## src/rtl/seven_seg_digit_driver.sv

```systemverilog
// seven_seg_digit_driver: drives active-low cathode/dp for the digit that the
// scanner's one-cold anode vector selects. Display value is double-buffered:
// loads land in a shadow and commit on the wrap into digit 0, so a frame never
// mixes old and new digits.
// Optional macro SEG_DIM_EN adds a brightness input and a 3-bit PWM that
// gates anode_out.
module seven_seg_digit_driver #(
    parameter int         DIGITS        = 4,
    parameter logic [6:0] BLANK_PATTERN = 7'h7F
) (
    input  logic                  clock,
    input  logic                  reset,
`ifdef SEG_DIM_EN
    input  logic [2:0]            brightness,
`endif
    input  logic [DIGITS-1:0]     anode,
    input  logic [4*DIGITS-1:0]   value_in,
    input  logic [DIGITS-1:0]     dp_in,
    input  logic                  load,
    input  logic                  blank_lz,
    output logic [6:0]            cathode,
    output logic                  dp,
    output logic [DIGITS-1:0]     anode_out,
    output logic                  pending,
    output logic                  frame_done
);

    localparam int SW = (DIGITS > 1) ? $clog2(DIGITS) : 1;
    localparam logic [DIGITS-1:0] D0_CODE  = {{(DIGITS-1){1'b1}}, 1'b0};
    localparam logic [DIGITS-1:0] ALL_ONES = '1;

    logic [DIGITS-1:0][3:0] active, shadow;
    logic [DIGITS-1:0]      active_dp, shadow_dp;
    logic [DIGITS-1:0]      prev_anode;
    logic [SW-1:0]          sel;
    logic [3:0]             low_cnt;
    logic                   anode_valid;
    logic                   commit;
    logic [DIGITS-1:0]      zero_above;
    logic                   blank_sel;
    logic [DIGITS-1:0]      dim_mask;

    function automatic logic [6:0] hex_to_seg(input logic [3:0] h);
        case (h)
            4'h0: return 7'h40;  4'h1: return 7'h79;
            4'h2: return 7'h24;  4'h3: return 7'h30;
            4'h4: return 7'h19;  4'h5: return 7'h12;
            4'h6: return 7'h02;  4'h7: return 7'h78;
            4'h8: return 7'h00;  4'h9: return 7'h10;
            4'hA: return 7'h08;  4'hB: return 7'h03;
            4'hC: return 7'h46;  4'hD: return 7'h21;
            4'hE: return 7'h06;  default: return 7'h0E;
        endcase
    endfunction

    // Locate the selected digit and count low anode bits; exactly one low is valid.
    always_comb begin
        low_cnt = '0;
        sel     = '0;
        for (int i = 0; i < DIGITS; i++) begin
            if (!anode[i]) begin
                low_cnt = low_cnt + 4'd1;
                sel     = SW'(i);
            end
        end
        anode_valid = (low_cnt == 4'd1);
    end

    // zero_above[i]: nibbles i..DIGITS-1 of the active value are all zero.
    always_comb begin
        zero_above = '0;
        zero_above[DIGITS-1] = (active[DIGITS-1] == 4'h0);
        for (int i = DIGITS - 2; i >= 0; i--)
            zero_above[i] = zero_above[i+1] && (active[i] == 4'h0);
    end

    assign blank_sel = blank_lz && (sel != '0) && zero_above[sel];
    assign commit    = (anode == D0_CODE) && (prev_anode != D0_CODE);

`ifdef SEG_DIM_EN
    logic [2:0] pwm_cnt;

    // Free-running PWM phase; independent of scan and commit timing.
    always_ff @(posedge clock) begin
        if (reset) pwm_cnt <= '0;
        else       pwm_cnt <= pwm_cnt + 3'd1;
    end

    assign dim_mask = (pwm_cnt >= brightness) ? ALL_ONES : '0;
`else
    assign dim_mask = '0;
`endif

    // Shadow capture and frame-boundary commit; a load on the commit cycle
    // commits the old shadow and keeps the new one pending.
    always_ff @(posedge clock) begin
        if (reset) begin
            active     <= '0;
            active_dp  <= '0;
            shadow     <= '0;
            shadow_dp  <= '0;
            pending    <= 1'b0;
            frame_done <= 1'b0;
            prev_anode <= ALL_ONES;
        end else begin
            prev_anode <= anode;
            frame_done <= commit && pending;
            if (commit && pending) begin
                active    <= shadow;
                active_dp <= shadow_dp;
            end
            if (load) begin
                shadow    <= value_in;
                shadow_dp <= dp_in;
                pending   <= 1'b1;
            end else if (commit) begin
                pending   <= 1'b0;
            end
        end
    end

    // Single output register stage: segments, dp and anode aligned.
    always_ff @(posedge clock) begin
        if (reset) begin
            cathode   <= BLANK_PATTERN;
            dp        <= 1'b1;
            anode_out <= ALL_ONES;
        end else if (anode_valid) begin
            cathode   <= blank_sel ? BLANK_PATTERN : hex_to_seg(active[sel]);
            dp        <= ~active_dp[sel];
            anode_out <= anode | dim_mask;
        end else begin
            cathode   <= BLANK_PATTERN;
            dp        <= 1'b1;
            anode_out <= ALL_ONES;
        end
    end

endmodule

```

## config.mk

```make
export PLATFORM = sky130hd
export DESIGN_NAME = seven_seg_digit_driver
export DESIGN_NICKNAME = d
export VERILOG_FILES = /design/src/rtl/seven_seg_digit_driver.sv
export SDC_FILE = /design/constraint.sdc
export NUM_CORES = 1
export LEC_CHECK = 0
export CORE_ASPECT_RATIO = 0.8
export CORE_UTILIZATION = 42
export CTS_CLUSTER_DIAMETER = 60
export DETAILED_ROUTE_END_ITERATION = 10
export PLACE_DENSITY = 0.69
export SYNTH_ARGS = -nofsm -noshare
export SYNTH_HDL_FRONTEND = slang
export SYNTH_SLANG_ARGS = --single-unit
```

## constraint.sdc

```tcl
create_clock -name clock -period 2.45 [get_ports clock]
set_clock_uncertainty 0.05 [all_clocks]
set_input_delay 0.3675 -clock clock [delete_from_list [all_inputs] [get_ports clock]]
set_output_delay 0.3675 -clock clock [all_outputs]
set_load 0.02 [all_outputs]
```

Word level (Yosys, flattened, before mapping)
Memories as Yosys holds them, arrays and structs flattened. A register that Yosys moved wholly into a read port is not among the register bits.
Index checks and enable logic that the tools add are counted.
{ "classes": {"addsub": 3, "order_cmp": 1, "eq_ne": 3, "muxes": 15, "bitwise_logic": 2, "reduce_logical": 15} }
{ "ops": {"columns": ["cell", "n"], "rows": [
  ["$logic_not A4 Y1", 4],
  ["$mux W4", 4],
  ["$add A4 B1 Y4 const B", 3],
  ["$bmux W4 S2", 1],
  ["$logic_and A1 B1 Y1", 7],
  ["$mux W1", 6],
  ["$bmux W1 S2", 2],
  ["$eq A4 B1 Y1 const B", 1],
  ["$eq A4 B4 Y1 const B", 1],
  ["$mux W2", 2],
  ["$ne A4 B4 Y1 const B", 1],
  ["$reduce_bool A2 Y1", 2],
  ["$lt A2 B3 Y1 const B", 1],
  ["$reduce_or A3 Y1", 1],
  ["$not A1 Y1", 2],
  ["$reduce_or A2 Y1", 1]
]} }
{ "totals": {"regBits": 51, "mem_bits_ro": 112, "wordCells": 55, "mem_count": 1} }
{ "mem_list": {"columns": ["name", "depth", "width", "read_ports", "rd_ports_with_merged_regs", "wr", "line_no", "rtl"], "rows": [
  ["(no name shown)", 16, 7, 1, 1, 0, "44", "case (h)"]
]} }

Logic depth before layout (Yosys ltp)
Gate-level depths: netlist (run 1).
{ "depth": {"word_depth": 10, "mapped_depth": 11} }

Worst setup path after synthesis (run 1)
No wires, ideal clock.
{ "synth_path": {"path_type": "input-to-reg", "startpoint": "input anode[1]", "endpoint": "register cathode[1]", "setup_time_ns": 0.133, "arrival_time_ns": 2.424, "setup_slack_ns": -0.157, "path_stages": 10, "path_buffers": 1, "cell_sequence": "buf_2 -> inv_1 -> ha_1 -> xnor2_1 -> ha_1 -> nor3b_2 -> a211oi_1 -> a2111oi_4 -> o21a_4 -> o221ai_1"} }
{ "synth_between": {"elab_chain_cells": 8, "elab_cells_between_ends": 18, "classes_between": "2 x add/sub; 1 x eq/ne; 10 x mux; 1 x bitwise; 4 x reduce/logical"} }
{ "synth_rtl": {"columns": ["element", "line_no", "rtl"], "rows": [
  ["start: declaration", "16", "input logic [DIGITS-1:0] anode,"],
  ["$mux W4", "61", "if (!anode[i]) begin"],
  ["$add A4 B1 Y4", "62", "low_cnt = low_cnt + 4'd1;"],
  ["$mux W4", "61", null],
  ["$add A4 B1 Y4", "62", null],
  ["$mux W4", "61", null],
  ["$eq A4 B1 Y1", "66", "anode_valid = (low_cnt == 4'd1);"],
  ["$not A1 Y1 (no source line)", null, null],
  ["$reduce_or A3 Y1 (no source line)", null, null],
  ["end: declaration", "21", "output logic [6:0] cathode,"]
]} }
Parallel ways exist; a longest one is shown, timed or not. The select of a mux whose other input is x is not followed.
A chain may end at the register's enable or synchronous reset.

Worst setup path in the final report (run 1)
{ "layout_path": {"startpoint": "input anode[2]", "endpoint": "register cathode[4]"} }
{ "layout_between": {"elab_chain_cells": 6, "elab_cells_between_ends": 15, "classes_between": "1 x add/sub; 1 x eq/ne; 8 x mux; 1 x bitwise; 4 x reduce/logical"} }
{ "layout_rtl": {"columns": ["element", "line_no"], "rows": [
  ["$mux W4 or $mux W2 (tied branches)", "61"],
  ["$add A4 B1 Y4 or $mux W2 (tied branches)", "62, 61"],
  ["$mux W4 (tied with other cells)", "61"],
  ["$eq A4 B1 Y1 (tied with other cells)", "66"],
  ["$not A1 Y1 (no source line) or $logic_and A1 B1 Y1 (tied branches)", null],
  ["$reduce_or A3 Y1 (no source line)", null]
]} }
Parallel ways exist; a longest one is shown, timed or not. The select of a mux whose other input is x is not followed.

==> results.md, run 1 <==
* FP Rows at 24
* Share of cells above drive strength 1 at 0.170
* Most used DFF post-synth: dfxtp_1
* Final hold vios at 0
* Pwr dens at between 600 and 700 nW/um^2
* Max-cap violations at 0
* I/O pin total at 42
* Worst VDD drop at between 0.3 and 0.4 mV
* Cell taking the most area after synthesis: dfxtp_1
* Min Tclk post-route at 2.28 ns
* Multiplexer share of the synthesized area at 0.201
* Max_slew headroom at 0.580
* Vias in the first global route at about 1,800
* Hold Path Class: in2reg
* CP Launch Type: input port
* Setup crit end kind: register
* Dpl cell area at just over 3000 sq um
* Slew of the pin with the lowest slew margin at 0.630 ns
* CP Data Arrival Time at 2.44 ns
* Tot Pwr at 2.04 mW
* Final Wtd Congestion at between 0.8 and 0.9
* Die Span X at 88.5 um
* Clk slew on worst S/H paths at 0.06 ns
* Final setup vio count at 0
* Total Routing Usage GR at 0.172
* Post-synthesis cell area at 2510 sq um
* Core area at 5620 sq um
* RSZ-0062 raised after global routing: false
* Simple-gate share of the synthesized area at 0.140
* Global-route wire length before repair at 8090 um
* Num CTS Buffers at 9
* Gate power share at 0.125
* Crit Path Class: in2reg
* Full die area at 6300 sq um
* Clk root buf: clkbuf_8
* Initial antenna violation count at 0
* Int Pwr at 1.57 mW
* 1st-iter DRT viols at 74
* Post-Synth XOR/XNOR Area at 0.00697
* Post-synth EDFFs at 0
* Most area-consuming cells after synthesis: dfxtp_1, mux2i_1, nor2_1, ha_1, a21oi_1
* Setup TNS at 0 ns
* Initial Util at 0.447
* Dpl hpwl at 3460 um
* PortBufs at 41
* Max Fclk at 0.439 GHz
* Final Cycle Share at 0.929
* Count of cell types in the netlist at 35
* CTS tree: built
* Pins Over Slew Limit at 0
* Largest family of logic cells by synthesized area: multiplexers
* Post-route design area at about 3300 sq um
* Leak at 1.51 nW
* CP required at 2.61 ns
* Longest Clk Path Bufs at 2
* Count leader, synth: dfxtp_1
* Pre-antenna DRT Iters at 4
* Clk pwr share at 0.387
* Sequential Power Share at 0.488
* Seq/Total Area, Yosys at 0.462
* Top cell type's share of synthesized area at 0.462
* Largest net degree at the start of global routing at 47
* CTS sink cnt at between 50 and 60
* Flops & latches, synth at slightly below 60
* Status: finished clean
* Routed wire length at about 4900 um
* Cells after Synth at between 200 and 300
* # hold bufs at CTS at 0
* DRC viols at 0
* Final nets at 344
* Synthesized-area fraction occupied by adder cells at 0.0498
* Fraction of registers with async set/reset at 0
* Worst hold slack at 0.285 ns
* Vias per cell at 4.70
* Mapped Avg Cell Area at between 10 and 15 sq um
* Switching share of power at 0.234
* Diodes inserted at 0
* Worst Path Max Fanout at 7
* NetSw at 0.479 mW
* CTS H-tree lvls at 3
* Syn nets at 289
* Die height at 71.2 um
* Via Count at 1,829
* DR WL/cell at 12.5 um
* Yosys warns at 0
* Compound-Gate Fraction of Synth Area at 0.0906
* ANT nets after route at 0
* Commonest cells in the netlist: dfxtp_1, mux2i_1, nor2_1
* P&R area growth vs syn at 30.8%
* Worst skew pair latency at about 0.34 ns
* GRT overflow at 0
critical path, cell delays in order:
cell and delay, ns:
clkdlybuf4s50_1 0.51, nor2b_2 0.20, a21oi_1 0.06, ha_1 0.33
nor3_2 0.11, a31oi_1 0.08, a2111oi_4 0.41, o21a_4 0.23
o221ai_1 0.13
per-layer routing:
metal	track usage	vias up	routed length [um]	part of all wire
li1	-	961	-	-
met1	0.223	817	2520	0.52
met2	0.257	45	2040	0.42
met3	0.0700	6	237	0.049
met4	0.0645	0	57	0.012
met5	0	-	0	0
placed cells by master (no fill, tap or decap), drive strengths merged, types with 3 or more instances in the layout:
cell / instances
mux2i: 47
dfxtp: 58
o21ai: 3
ha: 10
o221ai: 4
nor2: 45
nand2b: 4
inv: 10
clkbuf: 14
nand2: 10
o211ai: 5
mux2: 3
clkdlybuf4s50: 39
buf: 20
or2: 6
a21oi: 8
power groups by stage:
stage	sequential, mW	combinational, mW	clock (mW)
floorplan	1.03	0.132	0
global placement	1.02	0.250	0
detailed placement	1.02	0.253	0
CTS	0.998	0.254	0.823
global route	1.00	0.279	0.859
finish	0.998	0.255	0.792
worst paths after layout:
path / from / to / slack (ns) / depth (start not counted)
worst max-delay path: anode[2] / cathode[4]$_SDFF_PP1_ / 0.17 / 9
worst max register to register: active[4]$_SDFFE_PP0P_ / cathode[6]$_SDFF_PP1_ / 0.76 / 8
worst min register to register: shadow[7]$_SDFFE_PP0P_ / shadow[7]$_SDFFE_PP0P_ / 0.44 / 2
worst min-delay path: anode[0] / prev_anode[0]$_SDFF_PP1_ / 0.28 / 2
registers in the layout (all words and copies together) (netlist names):
| register | count |
|---|---|
| cathode | 7 |
| shadow | 16 |
| anode_out | 4 |
| dp | 1 |
| prev_anode | 4 |
| frame_done | 1 |
| pending | 1 |
| shadow_dp | 4 |
| active | 16 |
| active_dp | 4 |
cell families (layout without fill, tap and decap cells):
| family | Yosys count | in the layout |
|---|---|---|
| compound gates | 28 | 28 |
| fa+ha+maj | 10 | 10 |
| buf+inv | 27 | 87 |
| flops | 58 | 58 |
| mux | 50 | 50 |
| xor+xnor | 2 | 2 |
| simple gates | 76 | 76 |
cell type report:
type	count	area [sq um]
Clock inverter	2	10.0
Timing Repair Buffer	61	566
Clock buffer	14	173
Multi-Input combinational cell	166	1240
Sequential cell	58	1160
Fill cell	520	2330
Tap cell	78	97.6
Inverter	10	37.5
through the flow:
stage | setup slack (ns) | instances | utilization
2_1_floorplan | 0.00908 | 251 | -
3_3_place_gp | -0.289 | 372 | 0.550
3_5_place_dp | -0.379 | 372 | 0.550
4_1_cts | 0.0438 | 388 | 0.582
5_1_grt | 0.0308 | 389 | 0.585
6_report | 0.174 | 389 | 0.585
what timing repair did:
action	in CTS	in global routing
setup endpoints to repair	1	7
resized for setup	0	5
pin swaps	1	2
buffers inserted	0	1
No activity file was read; power rests on OpenSTA's default activity.
==> run 2: changes to the inputs <==
--- a/config.mk
+++ b/config.mk
@@ -7,7 +7,7 @@
 export LEC_CHECK = 0
 export CORE_ASPECT_RATIO = 0.8
 export CORE_UTILIZATION = 42
-export CTS_CLUSTER_DIAMETER = 60
+export CTS_CLUSTER_DIAMETER = 30
 export DETAILED_ROUTE_END_ITERATION = 10
 export PLACE_DENSITY = 0.69
 export SYNTH_ARGS = -nofsm -noshare
==> results of run 2 <==
Same layout as run 1: the final DEF is identical, and so are final timing and power.
